`config.mk`:
```
export PLATFORM = sky130hd
export DESIGN_NAME = chunked_adder_flat
export DESIGN_NICKNAME = d
export VERILOG_FILES = /design/src/rtl/chunked_adder_if.sv /design/src/rtl/chunked_adder.sv /design/src/flat_wrapper.sv
export SDC_FILE = /design/constraint.sdc
export NUM_CORES = 1
export LEC_CHECK = 0
export BUFFER_PORTS_ARGS = -buffer_cell sky130_fd_sc_hd__clkbuf_2
export CAP_MARGIN = 10
export CORE_MARGIN = 1
export CORE_UTILIZATION = 25
export DETAILED_ROUTE_END_ITERATION = 8
export GPL_TIMING_DRIVEN = 0
export REMOVE_ABC_BUFFERS = 1
export SLEW_MARGIN = 0
export SYNTH_ARGS = -nofsm -noshare
export SYNTH_HDL_FRONTEND = slang
export SYNTH_SLANG_ARGS = --single-unit
```
`constraint.sdc`:
```
create_clock -name clk -period 6.1 [get_ports clk]
set_input_delay 1.22 -clock clk [delete_from_list [all_inputs] [get_ports clk]]
set_output_delay 1.22 -clock clk [all_outputs]
set_load 0.01 [all_outputs]
```
`src/rtl/chunked_adder_if.sv`:
```
// Operand/result handshake bundle for the chunked add/subtract unit.
// The master drives operands and out_ready; the slave returns the result.
interface chunked_adder_if #(
  parameter int WIDTH = 32
);
  logic             in_valid;
  logic             in_ready;
  logic [WIDTH-1:0] a;
  logic [WIDTH-1:0] b;
  logic             cin;
  logic             sub;
  logic             out_valid;
  logic             out_ready;
  logic [WIDTH-1:0] sum;
  logic             cout;
  logic             ovf;

  modport master (
    output in_valid, a, b, cin, sub, out_ready,
    input  in_ready, out_valid, sum, cout, ovf
  );

  modport slave (
    input  in_valid, a, b, cin, sub, out_ready,
    output in_ready, out_valid, sum, cout, ovf
  );
endinterface

```
`src/rtl/chunked_adder.sv`:
```
// Multi-cycle add/subtract: one CHUNK-bit slice per cycle, LSB first,
// carry held in a register between slices, valid/ready on both sides.
module chunked_adder #(
  parameter int WIDTH = 32,
  parameter int CHUNK = 8
) (
  input  logic          clk,
  input  logic          rst,
  chunked_adder_if.slave io
);
  localparam int NCHUNK = WIDTH / CHUNK;
  localparam int KW = (NCHUNK > 1) ? $clog2(NCHUNK) : 1;

  if (WIDTH % CHUNK != 0) begin : g_bad_chunk
    $error("chunked_adder: WIDTH must be a multiple of CHUNK");
  end

  typedef enum logic [1:0] {IDLE, RUN, DONE} state_t;

  state_t           state;
  state_t           state_n;
  logic [KW-1:0]    k;
  logic             carry;
  logic [WIDTH-1:0] opa;
  logic [WIDTH-1:0] opb;
  logic [WIDTH-1:0] work;
  logic [WIDTH-1:0] work_n;
  logic [31:0]      base;
  logic [CHUNK:0]   add_s;
  logic             last;

  assign base  = 32'(k) * CHUNK;
  assign last  = (k == KW'(NCHUNK - 1));
  assign add_s = {1'b0, opa[base +: CHUNK]}
               + {1'b0, opb[base +: CHUNK]}
               + {{CHUNK{1'b0}}, carry};

  always_comb begin
    work_n = work;
    work_n[base +: CHUNK] = add_s[CHUNK-1:0];
  end

  always_ff @(posedge clk or posedge rst) begin
    if (rst) state <= IDLE;
    else     state <= state_n;
  end

  always_comb begin
    state_n = state;
    case (state)
      IDLE:    if (io.in_valid)  state_n = RUN;
      RUN:     if (last)         state_n = DONE;
      DONE:    if (io.out_ready) state_n = IDLE;
      default: state_n = IDLE;
    endcase
  end

  assign io.in_ready  = (state == IDLE);
  assign io.out_valid = (state == DONE);

  always_ff @(posedge clk or posedge rst) begin
    if (rst) begin
      k       <= '0;
      carry   <= 1'b0;
      opa     <= '0;
      opb     <= '0;
      work    <= '0;
      io.sum  <= '0;
      io.cout <= 1'b0;
      io.ovf  <= 1'b0;
    end else begin
      case (state)
        IDLE: if (io.in_valid) begin
          opa   <= io.a;
          opb   <= io.sub ? ~io.b : io.b;
          // subtract as a + ~b + !cin
          carry <= io.cin ^ io.sub;
          k     <= '0;
        end
        RUN: begin
          carry <= add_s[CHUNK];
          work  <= work_n;
          k     <= k + 1'b1;
          if (last) begin
            io.sum  <= work_n;
            io.cout <= add_s[CHUNK];
            io.ovf  <= (opa[WIDTH-1] == opb[WIDTH-1])
                    && (work_n[WIDTH-1] != opa[WIDTH-1]);
          end
        end
        default: ;
      endcase
    end
  end
endmodule

```
`src/flat_wrapper.sv`:
```
// flat-port wrapper written by rule: the top's interface ports become plain ports
module chunked_adder_flat 
#(
  parameter int WIDTH = 32,
  parameter int CHUNK = 8
)
  (clk, rst, io_in_valid, io_a, io_b, io_cin, io_sub, io_out_ready, io_in_ready, io_out_valid, io_sum, io_cout, io_ovf);
  chunked_adder_if #(.WIDTH(WIDTH)) io_i ();
  input  logic clk;
  input  logic rst;
  input wire logic [$bits(io_i.in_valid)-1:0] io_in_valid;
  input wire logic [$bits(io_i.a)-1:0] io_a;
  input wire logic [$bits(io_i.b)-1:0] io_b;
  input wire logic [$bits(io_i.cin)-1:0] io_cin;
  input wire logic [$bits(io_i.sub)-1:0] io_sub;
  input wire logic [$bits(io_i.out_ready)-1:0] io_out_ready;
  output wire logic [$bits(io_i.in_ready)-1:0] io_in_ready;
  output wire logic [$bits(io_i.out_valid)-1:0] io_out_valid;
  output wire logic [$bits(io_i.sum)-1:0] io_sum;
  output wire logic [$bits(io_i.cout)-1:0] io_cout;
  output wire logic [$bits(io_i.ovf)-1:0] io_ovf;
  assign io_i.in_valid = io_in_valid;
  assign io_i.a = io_a;
  assign io_i.b = io_b;
  assign io_i.cin = io_cin;
  assign io_i.sub = io_sub;
  assign io_i.out_ready = io_out_ready;
  assign io_in_ready = io_i.in_ready;
  assign io_out_valid = io_i.out_valid;
  assign io_sum = io_i.sum;
  assign io_cout = io_i.cout;
  assign io_ovf = io_i.ovf;
  chunked_adder #(.WIDTH(WIDTH), .CHUNK(CHUNK)) u_core (.clk(clk), .rst(rst), .io(io_i));
endmodule
```
==> flow_metrics.tcl, run 1 <==
set metrics [dict create \
    synth-async-reset-ratio_pct 100 \
    wl_per_cell_um 15.1 \
    grt_overflow 0 \
    synth.top_cells.by_area "dfrtp_1 (53%), nand2_1 (11%), o21ai_0 (6.1%)" \
    finalWorstSetupSlack_ns 2.30 \
    die_height_um 162 \
    netlist_area_mm2 0.00640 \
    synth.yosys.seq_area_share_pct 52.8 \
    route.antenna.remaining_nets 0 \
    power.ir.vdd_worst_mv 0.381 \
    crit_end_element "flop" \
    initial_antenna_violation_count 0 \
    worstPathArrival_ns 4.13 \
    cp_cell_sequence "buf_16 -> mux4_2 -> inv_1 -> fa_1 -> fa_1 -> nor2b_1 -> o21ai_0 -> a21oi_1 -> a22oi_1 -> o21ai_0" \
    antenna_cells_inserted 0 \
    die_width_um 162 \
    cp_slowest_cell "dfrtp_1" \
    timing.reg2reg.setup_slack_ns 2.30 \
    regToRegStartpoint "u_core.k[1]$_DFFE_PP0P_" \
    syn-instance-count 632 \
    synth_top_cells_by_count "nand2_1 (182), dfrtp_1 (135), o21ai_0 (78)" \
    initial_cell_density_of_the_core_pct 25.4 \
    netlist.top_cell.by_area "dfrtp_1" \
    setup_repair_after_global_routing_missed_its_margin "no" \
    slew_headroom_pct 20.2 \
    synth.distinct_cells 48 \
    dr_total_vias 4872 \
    tritoncts_clock_tree "built" \
    finish.net_count 815 \
    flow.area_growth_from_synthesis_pct 24.5 \
    timing_worst_slew_pin_value_ns 1.19 \
    path_class "flop to flop" \
    ys.warnings.count 0 \
    htree_levels 4 \
    post_cts_resize_count 0 \
    core_area_mm2 0.0252 \
    final_layout_size_suffix_gt1_share_pct 23.7 \
    start_kind "flop" \
    finalHoldViolations 0 \
    power_per_unit_of_standard_cell_area_mw_per_mm2 627 \
    period_minus_slack_ns 3.80 \
    worst_path_largest_cell_delay_ns 0.83 \
    cts-root-buf "clkbuf_16" \
    number_of_global_route_vias_before_repair 4673 \
    maximum_number_of_pins_on_one_net_before_global_route_repair 99 \
    final_core_util_pct 31.6 \
    hold_path_class "flop to flop" \
    worst_setup_path_startpoint "u_core.k[1]$_DFFE_PP0P_" \
    gpl.final_weighted_congestion 0.769 \
    cts.reportedPaths.clkPinSlew_ns 0.06 \
    rows 58 \
    grt_usage_pct 13.0 \
    cell_family_with_most_cp_delay "compound AO/OA/AOI/OAI gates" \
    timing.final.max_slew_violations 0 \
    hpwl_after_detailed_placement_mm 11.4 \
    synth_ff_type "dfrtp_1" \
    viasPerCell 4.54 \
    design.die.area_mm2 0.0262 \
    clk_path_buf_depth 2 \
    clk_latency_ns 0.42 \
    io_buffers 105 \
    finalCritPeriodShare_pct 62.3 \
    synth_top_cell_area_share_pct 52.8 \
    post-place-cells 1041 \
    cts_hold_repair.buffers 0 \
    highest_clock_frequency_the_design_can_meet_ghz 0.263 \
    drt_drc_violations_left 0 \
    routed_wl_mm 16.2 \
    grt_pass1_wl_mm 26.0 \
    dpl_worst_slack_ns 2.27 \
    final-instance-count-excl-fill 1073 \
    tritoncts.num_buffers 17 \
    crit_path_max_fanout 11 \
    clock_sinks 135 \
    reg2reg_to "u_core.io.sum[28]$_DFFE_PP0P_" \
    synth_area_per_cell_um2 10.1 \
    maxCapViolations 0 \
    fin_skew_ns 0.00982 \
    drt_first_pass_iters 5 \
    reg2regPathDepth 10 \
    ys_seq_elements 135 \
    timing.critical_path.to "u_core.io.sum[28]$_DFFE_PP0P_" \
    synth_enable_flop_cells 0 \
    run_status "finished, final reports clean" \
    synth.most_common_cell "nand2_1" \
    critical_path_buf_inv_count 2 \
    cp.required_ns 6.43 \
    floorplan.io_pins 106 \
    postCtsSetupRepairBufs 0 \
    setup_viol_count_final 0 \
    leakagePower_uw 0.00374 \
    path_depth 10 \
    drt_iter0_drc 238 \
]
==> report_power, final <==
group	internal (µW)	total, µW	switching (µW)
clock	666	1070	400
sequential	1280	1510	235
combinational	910	2420	1510
total	2850	4990	2140
==> area by class of cell <==
class	count	area, µm²
clock buffers	21	460
repair buffers	110	656
well taps	330	413
inverters	16	65.1
clock inverters	11	146
fillers	2596	17200
multi-input cells	450	2850
flip-flops and latches	135	3380
==> through the flow <==
step           total power, µW  area [µm²]  setup TNS [ns]  hold WS [ns]
2_1_floorplan             3050        6270               0         0.440
4_1_cts                   5050        7970               0         0.474
6_report                  4990        7970               0         0.472
3_3_place_gp              3870        7210          -64.73         0.454
5_1_grt                   5370        7970               0         0.492
3_5_place_dp              3970        7360               0         0.462
==> tightest hold or removal path: cells and delay by family (launching register included) <==
kind / cells / cell delay (ns)
flops: 1 / 0.34
simple gates: 2 / 0.10
==> routing by layer <==
layer / track usage [%] / part of all wire, % / up-vias
li1: - / - / 2381
met1: 18.0 / 48 / 2341
met2: 20.2 / 46 / 131
met3: 2.81 / 4.3 / 19
met4: 4.42 / 1.5 / 0
met5: 0 / 0 / -
==> cell usage in the layout, fill, tap and decap left out, types with 13 or more instances in the layout <==
cell type  synthesis  layout
nor2_1            17      17
nand2_1          182     180
dfrtp_1          135     135
mux4_2            16      16
clkbuf_2           0     105
ha_1              13      13
a21oi_1           17      17
a22o_1            20      20
o21ai_0           78      78
inv_1             14      13
clkbuf_16          0      17
xnor2_1           33      33
==> sequential cells by signal, summed over array words and instances (netlist names) <==
register	count
u_core.state	2
u_core.io.cout	1
u_core.carry	1
u_core.io.sum	32
u_core.opb	32
u_core.work	32
u_core.io.ovf	1
u_core.k	2
u_core.opa	32
==> worst min-delay path by stage <==
stage | from | endpoint | slack, ns | cells past startpoint
after floorplan | u_core.opa[10]$_DFFE_PP0P_ | u_core.opa[10]$_DFFE_PP0P_ | 0.44 | 2
after global placement | u_core.opa[17]$_DFFE_PP0P_ | u_core.opa[17]$_DFFE_PP0P_ | 0.45 | 2
after detailed placement | u_core.opa[2]$_DFFE_PP0P_ | u_core.opa[2]$_DFFE_PP0P_ | 0.46 | 2
after CTS | u_core.work[30]$_DFFE_PP0P_ | u_core.work[30]$_DFFE_PP0P_ | 0.47 | 2
after global routing | u_core.work[1]$_DFFE_PP0P_ | u_core.work[1]$_DFFE_PP0P_ | 0.49 | 2
final | u_core.opa[21]$_DFFE_PP0P_ | u_core.opa[21]$_DFFE_PP0P_ | 0.47 | 2
==> logic make-up (layout without fill, tap and decap cells) <==
kind of cell	Yosys count	in the layout	synth area share, %
buf+inv	47	158	2.89
compound gates	155	155	15.6
xor+xnor	34	34	4.65
mux	20	20	6.33
flops	135	135	52.8
simple gates	226	226	14.6
fa+ha+maj	15	15	3.17
Note: power is estimated with default switching activity, not from simulation.
==> run 2: changes to the inputs <==
==> constraint.sdc (replaced) <==
create_clock -name clk -period 3.87 [get_ports clk]
set_input_delay 0.774 -clock clk [delete_from_list [all_inputs] [get_ports clk]]
set_output_delay 0.774 -clock clk [all_outputs]
set_load 0.01 [all_outputs]
==> run 2 against run 1 <==
Setup slack got worse by 2.0 ns. Non-clock buffer count unchanged. Flip-flop and latch count unchanged. Combinational power increased by 57%. Register-to-register slack got worse by 2.0 ns. First-iteration DRC count decreased by 6.7%. Largest power group unchanged. Total power increased by 58%. Largest cell class unchanged.
==> flow_metrics.tcl, run 2 (same netlist as run 1, synthesis figures left out) <==
set metrics [dict create \
    hpwl_after_detailed_placement_mm 11.4 \
    path_class "flop to flop" \
    cts.reportedPaths.clkPinSlew_ns 0.06 \
    slew_headroom_pct 18.2 \
    maximum_number_of_pins_on_one_net_before_global_route_repair 99 \
    floorplan.io_pins 106 \
    grt_pass1_wl_mm 26.0 \
    number_of_global_route_vias_before_repair 4673 \
    timing_worst_slew_pin_value_ns 1.22 \
    clk_path_buf_depth 2 \
    fin_skew_ns 0.0101 \
    post-place-cells 1041 \
    tritoncts_clock_tree "built" \
    drt_iter0_drc 222 \
    setup_repair_after_global_routing_missed_its_margin "no" \
    cts-root-buf "clkbuf_16" \
    timing.final.max_slew_violations 0 \
    htree_levels 4 \
    highest_clock_frequency_the_design_can_meet_ghz 0.281 \
    leakagePower_uw 0.00374 \
    totalNegativeSetupSlack_ns 0 \
    gpl.final_weighted_congestion 0.769 \
    route.antenna.remaining_nets 0 \
    routed_wl_mm 16.2 \
    power.ir.vdd_worst_mv 0.593 \
    cp.required_ns 4.19 \
    rows 58 \
    grt_overflow 0 \
    initial_cell_density_of_the_core_pct 25.4 \
    run_status "finished, final reports clean" \
    commonest_non_fill_non_tap_cell_in_the_layout "nand2_1" \
    worstPathArrival_ns 3.88 \
    flow.area_growth_from_synthesis_pct 24.5 \
    start_kind "flop" \
    layout.filler_cells 2595 \
    viasPerCell 4.53 \
    tritoncts.num_buffers 17 \
    drt_drc_violations_left 0 \
    sequential_cell_area_mm2 0.00338 \
    period_minus_slack_ns 3.56 \
    initial_antenna_violation_count 0 \
    timing.reg2reg.setup_slack_ns 0.31 \
    power_per_unit_of_standard_cell_area_mw_per_mm2 987 \
    finish.net_count 815 \
    drt_first_pass_iters 5 \
    hold_path_class "input pin to async pin" \
    finalHoldViolations 0 \
    setup_viol_count_final 0 \
    core_area_mm2 0.0252 \
    final_layout_size_suffix_gt1_share_pct 23.8 \
    multiInputGateArea_mm2 0.00285 \
    cts_hold_repair.buffers 0 \
    clock_sinks 135 \
    antenna_cells_inserted 0 \
    power.total_uw 7870 \
    final-instance-count-excl-fill 1073 \
    design.die.area_mm2 0.0262 \
    crit_path_max_fanout 15 \
    die_height_um 162 \
    wl_per_cell_um 15.1 \
    crit_end_element "flop" \
    final_cell_mix "nand2_1 (180), dfrtp_1 (135), clkbuf_2 (105), o21ai_0 (78), xnor2_1 (33)" \
    die_width_um 162 \
    finalCritPeriodShare_pct 91.9 \
    grt_usage_pct 13.0 \
    clk_latency_ns 0.42 \
    maxCapViolations 0 \
    io_buffers 105 \
    final_core_util_pct 31.6 \
    dr_total_vias 4862 \
]
[run 2: cell types whose count changed in the layout (fill, tap and decap cells not counted)]
cell / before / now
a21oi_1: 17 / 16
a21oi_2: 0 / 1
[run 2: power by group]
part           total, µW  leakage (µW)  internal [µW]  switching [µW]
Clock               1680      0.000294           1050             629
Combinational       3810       0.00168           1440            2370
Sequential          2380       0.00176           2010             370
Total               7870       0.00374           4500            3370
[run 2: stage by stage]
| stage | setup slack [ns] | hold slack (ns) | area, µm² |
|---|---|---|---|
| after floorplan | -0.515 | 0.440 | 6270 |
| after global placement | -2.28 | 0.454 | 7210 |
| after detailed placement | 0.0413 | 0.462 | 7360 |
| after CTS | 0.0351 | 0.412 | 7970 |
| after global routing | 0.0898 | 0.439 | 7970 |
| final | 0.313 | 0.395 | 7970 |
[run 2: layout make-up]
type / count / area share, %
flip-flops and latches: 135 / 42.4
multi-input cells: 450 / 35.8
repair buffers: 110 / 8.23
clock buffers: 21 / 5.78
well taps: 330 / 5.18
clock inverters: 11 / 1.84
inverters: 16 / 0.816
[run 2: timing repair]
action | CTS | global route
gates resized for setup | 0 | 1
endpoints found under the setup margin | 0 | 4
setup buffers | 0 | 0
[run 2: worst paths after layout]
kind | to | start | cells after the start
setup / recovery | u_core.io.sum[29]$_DFFE_PP0P_ | u_core.k[0]$_DFFE_PP0P_ | 8
hold / removal | u_core.io.sum[0]$_DFFE_PP0P_ | rst | 2
setup reg to reg | u_core.io.sum[29]$_DFFE_PP0P_ | u_core.k[0]$_DFFE_PP0P_ | 8
hold reg to reg | u_core.opa[21]$_DFFE_PP0P_ | u_core.opa[21]$_DFFE_PP0P_ | 2
max in group asynchronous | u_core.opa[5]$_DFFE_PP0P_ | rst | 3
min in group clk | u_core.opa[21]$_DFFE_PP0P_ | u_core.opa[21]$_DFFE_PP0P_ | 2
[run 2: critical path: stages (launching register included)]
cell and delay (ns):
dfrtp_1 0.74, buf_16 0.24, mux4_2 0.58, ha_1 0.32, nor2b_4 0.13, o31a_2 0.32
o21ai_0 0.65, a32oi_1 0.25, o21ai_0 0.23
[run 2: routing by layer]
layer	global-route usage, %	routed length, µm
met1	18.0	7500
met2	20.2	7560
met4	4.42	194
met5	0	0
met3	2.81	911
